<file path="config.mk">
export PLATFORM = sky130hd
export DESIGN_NAME = udma_cfg_apb_bridge
export DESIGN_NICKNAME = d
export VERILOG_FILES = /design/src/rtl/udma_cfg_bridge_pkg.sv /design/src/rtl/udma_cfg_apb_bridge.sv
export SDC_FILE = /design/constraint.sdc
export NUM_CORES = 1
export LEC_CHECK = 0
export CAP_MARGIN = 0
export CORE_ASPECT_RATIO = 1.75
export CORE_MARGIN = 4
export CORE_UTILIZATION = 39
export CTS_CLUSTER_SIZE = 30
export DETAILED_ROUTE_END_ITERATION = 6
export PLACE_DENSITY = 0.82
export SYNTH_ARGS = -nofsm -noshare
export SYNTH_HDL_FRONTEND = slang
export SYNTH_SLANG_ARGS = --single-unit
</file>
<file path="constraint.sdc">
create_clock -name clk_i -period 2.4 [get_ports clk_i]
set_input_delay 0.6 -clock clk_i [delete_from_list [all_inputs] [get_ports clk_i]]
set_output_delay 0.6 -clock clk_i [all_outputs]
set_load 0.02 [all_outputs]
</file>
<file path="src/rtl/udma_cfg_bridge_pkg.sv">
// Shared types and PADDR field positions
// for the uDMA cfg-bus APB bridge.
package udma_cfg_bridge_pkg;

  typedef enum logic [1:0] {
    IDLE = 2'd0,
    REQ  = 2'd1,
    DONE = 2'd2,
    ERR  = 2'd3
  } state_e;

  localparam int REG_LSB = 2;
  localparam int REG_W   = 5;
  localparam int PER_LSB = 7;

endpackage

</file>
<file path="src/rtl/udma_cfg_apb_bridge.sv">
// APB slave that forwards accesses onto the
// one-hot uDMA peripheral cfg bus.
module udma_cfg_apb_bridge
  import udma_cfg_bridge_pkg::*;
#(
  parameter int APB_ADDR_WIDTH = 12,
  parameter int N_PERIPHS      = 4,
  parameter int PER_ID_WIDTH   = 2,
  parameter int TIMEOUT        = 255
) (
  input  logic                          clk_i,
  input  logic                          rstn_i,
  input  logic [APB_ADDR_WIDTH-1:0]     PADDR,
  input  logic [31:0]                   PWDATA,
  input  logic                          PWRITE,
  input  logic                          PSEL,
  input  logic                          PENABLE,
  output logic [31:0]                   PRDATA,
  output logic                          PREADY,
  output logic                          PSLVERR,
  output logic [31:0]                   cfg_data_o,
  output logic [REG_W-1:0]              cfg_addr_o,
  output logic                          cfg_rwn_o,
  output logic [N_PERIPHS-1:0]          cfg_valid_o,
  input  logic [N_PERIPHS-1:0][31:0]    cfg_data_i,
  input  logic [N_PERIPHS-1:0]          cfg_ready_i
);

  state_e state_q, state_d;

  logic [PER_ID_WIDTH-1:0] per_id;
  logic [PER_ID_WIDTH-1:0] idx_q;
  logic [N_PERIPHS-1:0]    sel;
  logic [31:0]             rdata_sel;
  logic [31:0]             prdata_q;
  logic                    setup;
  logic                    acc;
  logic                    per_ok;
  logic                    rdy_sel;
  logic                    timeout_hit;
  logic                    unused_addr;

  assign setup  = PSEL & ~PENABLE;
  assign acc    = PSEL & PENABLE;
  assign per_id = PADDR[PER_LSB +: PER_ID_WIDTH];
  assign per_ok = 32'(per_id) < 32'(N_PERIPHS);

  // One-hot decode avoids indexing with a field
  // wider than the peripheral count needs.
  assign sel     = N_PERIPHS'(1) << idx_q;
  assign rdy_sel = |(cfg_ready_i & sel);

  assign unused_addr = ^PADDR;

  always_comb begin
    rdata_sel = '0;
    for (int i = 0; i < N_PERIPHS; i++) begin
      if (sel[i]) rdata_sel = cfg_data_i[i];
    end
  end

  generate
    if (TIMEOUT > 0) begin : g_to
      localparam int CW = $clog2(TIMEOUT + 1);
      logic [CW-1:0] cnt_q;

      always_ff @(posedge clk_i or negedge rstn_i) begin
        if (!rstn_i) begin
          cnt_q <= '0;
        end else if (state_q != REQ) begin
          cnt_q <= '0;
        end else begin
          cnt_q <= cnt_q + CW'(1);
        end
      end

      assign timeout_hit = (cnt_q == CW'(TIMEOUT - 1));
    end else begin : g_no_to
      assign timeout_hit = 1'b0;
    end
  endgenerate

  always_comb begin
    state_d = state_q;
    unique case (state_q)
      IDLE: begin
        if (setup) state_d = per_ok ? REQ : ERR;
      end
      REQ: begin
        if (rdy_sel)          state_d = DONE;
        else if (timeout_hit) state_d = ERR;
      end
      DONE, ERR: begin
        // A dropped PSEL also ends the transfer.
        if (acc || !PSEL) state_d = IDLE;
      end
      default: state_d = IDLE;
    endcase
  end

  always_ff @(posedge clk_i or negedge rstn_i) begin
    if (!rstn_i) begin
      state_q    <= IDLE;
      idx_q      <= '0;
      cfg_addr_o <= '0;
      cfg_data_o <= '0;
      cfg_rwn_o  <= 1'b0;
      prdata_q   <= '0;
    end else begin
      state_q <= state_d;
      if (state_q == IDLE && setup) begin
        idx_q      <= per_id;
        cfg_addr_o <= PADDR[REG_LSB +: REG_W];
        cfg_data_o <= PWDATA;
        cfg_rwn_o  <= ~PWRITE;
      end
      if (state_q == REQ && rdy_sel) begin
        prdata_q <= cfg_rwn_o ? rdata_sel : '0;
      end
    end
  end

  assign cfg_valid_o = (state_q == REQ) ? sel : '0;
  assign PREADY  = (state_q == DONE || state_q == ERR) & acc;
  assign PSLVERR = (state_q == ERR) & acc;
  assign PRDATA  = (state_q == DONE) ? prdata_q : '0;

endmodule

</file>
Word level (Yosys, flattened, before mapping)
Index checks and enable logic that the tools add are counted.

Bits in registers: 82. Input bits: 181.

Reductions and logical operators: 9. Equal/unequal tests: 8. Multiplexer cells: 13. Add/subtract/negate cells: 1. Shift-type cells: 1. Bitwise logic cells: 7.

Operators by type and width (number): 32-bit two-way mux (6); 8-bit by 1-bit adder with 8-bit output, second input constant (1); 8-bit equality test, second input constant (1); 2-bit two-way mux (4); 8-bit two-way mux (1); 2-bit one-hot mux with 3 select lines (1); 1-bit bitwise AND (4); 4-bit bitwise AND (1); 2-bit equality test, second input constant (2); 4-bit two-way mux (1); 2-bit != test, second input constant (2); 4-bit OR reduction (1); 1-bit by 2-bit << shifter with 4-bit output, first input constant (1); 3-bit != test, second input constant (1); 3-bit AND reduction (1); 2-bit by 1-bit equality test with 1-bit output, second input constant (1); 1-bit logical AND (2); 2-bit logical NOT (1); 1-bit logical OR (2); 2-bit by 1-bit != test with 1-bit output, second input constant (1); 1-bit NOT (2); 2-bit OR reduction (1); 1-bit logical NOT (1).

Longest topological paths before layout
Gate-level depths: netlist (run 1).

Word-level depth: 6. Mapped depth: 6. Gate-level depth less buffers: 4.

Worst setup path before layout (run 1)
No wires, ideal clock.

Path kind: reg-to-output. Start: register idx_q[1]. End: output cfg_valid_o[2]. Data required time: 1800 ps. Data arrival time: 1354 ps. Path slack: 446 ps. Stages on the path, launching flop included: 4. Cells stage by stage: dfrtp_1 > buf_2 > clkbuf_1 > nor3b_1.

Word-level cells in the longest chain between the ends: 2.

RTL lines: start: declaration (RTL line udma_cfg_apb_bridge.sv:32) `logic [PER_ID_WIDTH-1:0] idx_q;`; start signal: assignment (RTL line udma_cfg_apb_bridge.sv:112) `idx_q <= per_id;`; 1-bit by 2-bit << shifter with 4-bit output (RTL line udma_cfg_apb_bridge.sv:50) `assign sel = N_PERIPHS'(1) << idx_q;`; 4-bit two-way mux (RTL line udma_cfg_apb_bridge.sv:123) `assign cfg_valid_o = (state_q == REQ) ? sel : '0;`; end: declaration (RTL line udma_cfg_apb_bridge.sv:24) `output logic [N_PERIPHS-1:0] cfg_valid_o,`.

No other way between the ends.

Worst setup path in the final report (run 1)
Start: register state_q[0]. End: output cfg_valid_o[3].

Word-level cells in the longest chain between the ends: 2.

RTL lines: start: declaration (RTL line udma_cfg_apb_bridge.sv:29) `state_e state_q, state_d;`; start signal: assignment (RTL line udma_cfg_apb_bridge.sv:110) `state_q <= state_d;`; 2-bit by 1-bit equality test with 1-bit output (RTL line udma_cfg_apb_bridge.sv:123); 4-bit two-way mux (RTL line udma_cfg_apb_bridge.sv:123).

No other way between the ends.

==> results of run 1 <==
[layout make-up]
| cell class | count | area, um2 |
|---|---|---|
| clock inverters | 6 | 90.1 |
| flip-flops and latches | 82 | 2060 |
| clock buffers | 10 | 229 |
| inverters | 3 | 11.3 |
| well taps | 132 | 165 |
| fillers | 868 | 3720 |
| multi-input cells | 247 | 2290 |
| repair buffers | 267 | 2660 |
[per-layer routing]
metal,track usage [%],part of all wire [%],vias to the layer above,routed length (um)
met4,7.75,3.0,0,403
met3,4.38,6.9,28,929
met2,36.7,56,168,7490
met1,20.8,34,1794,4550
met5,0,0,-,0
li1,-,-,1801,-
[logic make-up after synthesis]
logic type,share of synthesized area [%]
xor+xnor,0.583
buf+inv,4.02
mux,35.2
compound gates,5.69
simple gates,8.49
flops,45.5
fa+ha+maj,0.555
[power breakdown]
group	total [uW]	internal, uW	switching [uW]
logic	4440	2430	2010
registers	2360	1990	371
clock network	1460	915	546
[path summary, 6_finish.rpt]
| check | from | endpoint | cells after the start |
|---|---|---|---|
| worst max-delay path | state_q[0]$_DFFE_PN0P_ | cfg_valid_o[3] | 3 |
| worst min-delay path | rstn_i | cfg_data_o[5]$_DFFE_PN0P_ | 1 |
| worst max register to register | idx_q[0]$_DFFE_PN0P_ | prdata_q[22]$_DFFE_PN0P_ | 4 |
| worst min register to register | prdata_q[6]$_DFFE_PN0P_ | prdata_q[6]$_DFFE_PN0P_ | 1 |
| max in group asynchronous | rstn_i | state_q[0]$_DFFE_PN0P_ | 2 |
| min in group clk_i | prdata_q[6]$_DFFE_PN0P_ | prdata_q[6]$_DFFE_PN0P_ | 1 |
[stage by stage]
| step | total power, uW | hold slack [ns] | util, % |
|---|---|---|---|
| finish | 8260 | 0.211 | 66.8 |
| global route | 8710 | 0.244 | 66.8 |
| CTS | 8370 | 0.216 | 66.8 |
| detailed placement | 6930 | 0.487 | 64.3 |
| global placement | 6790 | 0.480 | 64.3 |
| floorplan | 5150 | 0.304 | - |
[state kept, by name, indices dropped and copies added, names as in the netlist]
signal	flops
g_to.cnt_q	8
cfg_rwn_o	1
cfg_addr_o	5
state_q	2
idx_q	2
prdata_q	32
cfg_data_o	32
[cell usage in the layout (no fill, tap or decap), types with 3 or more instances in the layout]
cell type | synthesis | final
clkdlybuf4s50_1 | 0 | 213
o22ai_1 | 33 | 33
mux2i_1 | 65 | 65
inv_1 | 3 | 3
nand2b_1 | 3 | 3
mux2_2 | 41 | 41
nand2_1 | 5 | 5
dlygate4sd2_1 | 0 | 37
and2_1 | 33 | 33
mux2_4 | 30 | 30
a21oi_1 | 3 | 3
nor2_1 | 7 | 7
nand3_1 | 4 | 4
buf_12 | 3 | 6
clkbuf_16 | 0 | 9
buf_4 | 1 | 11
dfrtp_1 | 82 | 79
[worst max-delay path: cells and delay by family (launching register included)]
family / cells / cell delay [ns]
buf+inv: 1 / 0.60
flops: 1 / 0.45
simple gates: 2 / 0.38
==> reports/metrics.cfg, run 1 <==
[critical_path]
critPathKind=reg2out
path_cells=nor2b_4 -> and3_1 -> clkdlybuf4s50_1
slowest_stage=clkdlybuf4s50_1
r2r_slack_ns=0.52
arrival_ns=1.75
cp.required_ns=1.80
slowest_delay_ns=0.60
endpoint_kind=primary output
start_kind=flip-flop
critPathMaxFanout=6

[synthesis]
synth_most_common_cell=dfrtp_1
synth_enable_flop_cells=0
syn-cell-area_um2=4510
avgSynthCellArea_um2=12.6
yosysUniqueCellTypes=35
synthesis.nets=541
synth_top_area_share_pct=45.5
ys_seq_area_share_pct=45.5
async_flop_share_pct=100
ys_seq_elements=82
ys.warnings.count=0
synthCells=358
synthFlopType=dfrtp_1
yosys-top-cells-count=82 x dfrtp_1, 65 x mux2i_1, 41 x mux2_2, 33 x and2_1, 33 x o22ai_1
netlist.top_cell.by_area=dfrtp_1
ys_top_cells_by_area=dfrtp_1 46%, mux2i_1 14%, mux2_2 10%

[cts]
holdBufCountCts=0
postCtsSetupRepairBufs=0
cts-root-buf=clkbuf_16
cts_inserted_buffers=9
cts_tree=done
path_clk_slew_ns=0.06
htree_levels=3
clock-sinks=82
clk-insertion-delay-late_ns=0.33
cts_resized=40
clockBufferDepth=2

[drt]
wire_per_inst_um=17.9
firstDrtPassIters=4
drc_errors=0
wirelength_um=13400
vias=3791
ant_nets=0
viasPerCell=5.07
drt_iter0_drc=75

[sta]
final.setup.worst_slack_ns=0.0465
post-route-period-util_pct=98.1
max-slew-margin-rel_pct=69.4
period_needed_ns=2.35
fmax_mhz=425
rsz0062_at_grt=false
setup_violations=0
fin_setup_tns_ns=0
finalHoldViolCount=0
tightest_slew_ns=0.460
finClkSkew_ns=0.0106
drv_slew=0

[global_routing]
grt-ovfl-total=0
grt_max_degree=66
antenna_found_initial=0
grt.total_usage_pct=19.8
grt_pass1_wl_um=20300
grt_pass1_vias=4135

[final_layout]
layoutNonFillerInstCount=747
design_area_um2=7510
final_nets=793
areaGrowthSynthToFinish_pct=66.5
final_layout_size_suffix_gt1_share_pct=18.2
diodes=0

[place]
dpl_cell_area_um2=7220
io_buffers=251
post-place-cells=731
dp_slack_ns=-0.191
gp_congestion=0.771
dp_hpwl_um=10700

[floorplanning]
die_area_um2=13400
num_rows=51
io_pins=257
start_util_pct=40.2
fp.dieH_um=150
die_w_um=89.3
core_area_um2=11200

[power_and_ir_drop]
powerDensity_nw_per_um2=1100
leakage_uw=0.00348
ir_drop_v=0.000801

[status]
status=complete, no violations

[worst_hold_path]
hp-class=in2async

[job]
cap_violations=0

No activity file was read; power rests on OpenSTA's default activity.
==> run 2, diff against run 1 <==
CTS_BUF_LIST = sky130_fd_sc_hd__clkbuf_16   (was not set)
HOLD_SLACK_MARGIN = 0.02   (was not set)
REMOVE_ABC_BUFFERS = 1   (was not set)
==> run 2 against run 1 <==
  * Via count rose by 0.32%
  * Global-route usage fell by 0.57 points
  * Sequential share of layout area fell by 0.099 points
  * Die area did not move
  * Power rose by 1.1%
  * Largest cell class unchanged
  * Clock skew fell by 0.0055 ns
==> reports/metrics.cfg, run 2 (same netlist as run 1, synthesis figures left out) <==
[floorplanning]
die_area_um2=13400  ; unchanged
core_area_um2=11200  ; unchanged
io_pins=257  ; unchanged
num_rows=51  ; unchanged
fp.dieH_um=150  ; unchanged
start_util_pct=40.2  ; unchanged
die_w_um=89.3  ; unchanged

[critical_path]
path_cells=clkdlybuf4s50_1 -> and3_1 -> and2_1 -> dlygate4sd2_1
slowest_stage=clkdlybuf4s50_1
arrival_ns=1.69  ; -0.06 ns
critPathKind=in2out
endpoint_kind=primary output
slowest_delay_ns=0.48  ; -0.12 ns
cp.required_ns=1.80  ; about the same
start_kind=input port
critPathMaxFanout=2  ; -4

[final_layout]
final_layout_size_suffix_gt1_share_pct=18.2  ; -0.059 points
layout_commonest_cell=clkdlybuf4s50_1
areaGrowthSynthToFinish_pct=67.0
diodes=0  ; unchanged
final_nets=795  ; +0.25%
design_area_um2=7530  ; +0.30%
top_regs=cfg_data_o: 32 flops, prdata_q: 32 flops, g_to.cnt_q: 8 flops
most-common-layout-cells=212 x clkdlybuf4s50_1, 80 x dfrtp_1, 65 x mux2i_1

[global_routing]
grt-ovfl-total=0  ; unchanged
antenna_found_initial=0  ; unchanged
grt.total_usage_pct=19.2  ; -0.57 points
grt_max_degree=52  ; -21%
grt_pass1_wl_um=19700  ; -2.9%
grt_pass1_vias=4037  ; -2.4%

[job]
cap_violations=0  ; unchanged

[drt]
firstDrtPassIters=4  ; unchanged
drt_iter0_drc=64  ; -15%
wirelength_um=13100  ; -2.3%
viasPerCell=5.08  ; about the same
ant_nets=0  ; unchanged
wire_per_inst_um=17.5  ; -2.5%
drc_errors=0  ; unchanged
vias=3803  ; +0.32%

[cts]
cts_tree=done
clockBufferDepth=2  ; unchanged
clk-insertion-delay-late_ns=0.33  ; about the same
cts_inserted_buffers=9  ; unchanged
path_clk_slew_ns=0.06  ; about the same
htree_levels=3  ; unchanged
holdBufCountCts=0  ; unchanged
cts-root-buf=clkbuf_16
clock-sinks=82  ; unchanged

[place]
gp_congestion=0.768  ; -0.45%
dp_hpwl_um=10600  ; -0.91%
dpl_cell_area_um2=7220  ; about the same
io_buffers=251  ; unchanged

[sta]
rsz0062_at_grt=false
drv_slew=0  ; unchanged
fmax_mhz=436  ; +2.7%
setup_violations=0  ; unchanged
max-slew-margin-rel_pct=66.3  ; -3.1 points
tightest_slew_ns=0.505  ; +0.0458 ns
finClkSkew_ns=0.00505  ; -0.00553 ns
post-route-period-util_pct=95.5  ; -2.5 points
period_needed_ns=2.29  ; -0.0610 ns
finalHoldViolCount=0  ; unchanged

[power_and_ir_drop]
powerDensity_nw_per_um2=1110  ; +0.81%
leakage_uw=0.00352  ; +1.1%
ir_drop_v=0.000740  ; -7.6%
finalPower_uw=8350  ; +1.1%

[worst_hold_path]
hp-class=in2async

[status]
status=complete, no violations

run 2: power by group:
group | total [uW] | leakage [uW] | switching [uW] | internal (uW)
clock network | 1560 | 0.000172 | 544 | 1020
logic | 4390 | 0.00233 | 1980 | 2410
registers | 2400 | 0.00102 | 407 | 1990
run 2: final cells by class:
class | instances | area, um2
Multi-Input combinational cell | 247 | 2290
Fill cell | 899 | 3700
Sequential cell | 82 | 2060
Clock inverter | 7 | 116
Timing Repair Buffer | 269 | 2670
Clock buffer | 9 | 225
Inverter | 3 | 11.3
Tap cell | 132 | 165
run 2: final timing paths:
path / startpoint / end / depth (start not counted) / slack (ns)
worst max-delay path: PENABLE / PSLVERR / 4 / 0.11
worst min-delay path: rstn_i / cfg_rwn_o$_DFFE_PN0P_ / 1 / 0.24
worst max register to register: idx_q[0]$_DFFE_PN0P_ / prdata_q[4]$_DFFE_PN0P_ / 4 / 0.54
worst min register to register: prdata_q[20]$_DFFE_PN0P_ / prdata_q[20]$_DFFE_PN0P_ / 1 / 0.50
max in group asynchronous: rstn_i / cfg_data_o[23]$_DFFE_PN0P_ / 2 / 1.56
min in group clk_i: prdata_q[20]$_DFFE_PN0P_ / prdata_q[20]$_DFFE_PN0P_ / 1 / 0.50
run 2: metrics by stage:
| step | setup slack [ns] | instances | hold WS, ns | TNS, ns | utilization [%] |
|---|---|---|---|---|---|
| after floorplan | -1.25 | 332 | 0.304 | -88.32 | - |
| after global placement | -0.173 | 732 | 0.482 | -0.310 | 64.3 |
| after detailed placement | -0.165 | 732 | 0.489 | -0.291 | 64.3 |
| after CTS | 0.0392 | 749 | 0.245 | 0 | 67.0 |
| after global routing | 0.0389 | 749 | 0.276 | 0 | 67.0 |
| final | 0.108 | 749 | 0.239 | 0 | 67.0 |
run 2: critical path: cells and delay by family:
family | cells | cell delay (ns)
buffers and inverters | 2 | 0.81
and+or+nand+nor | 2 | 0.29
run 2: metal layers:
layer	global-route usage [%]	vias to the layer above	wire (um)
met4	7.53	0	378
met1	19.1	1806	4190
met3	4.27	20	1080
met2	36.9	175	7420
met5	0	-	0
li1	-	1802	-
run 2: timing repair:
action,4_1_cts,5_1_grt
hold endpoints to repair,0,0
gates resized for setup,38,1
setup endpoints to repair,38,1
buffers inserted,1,0
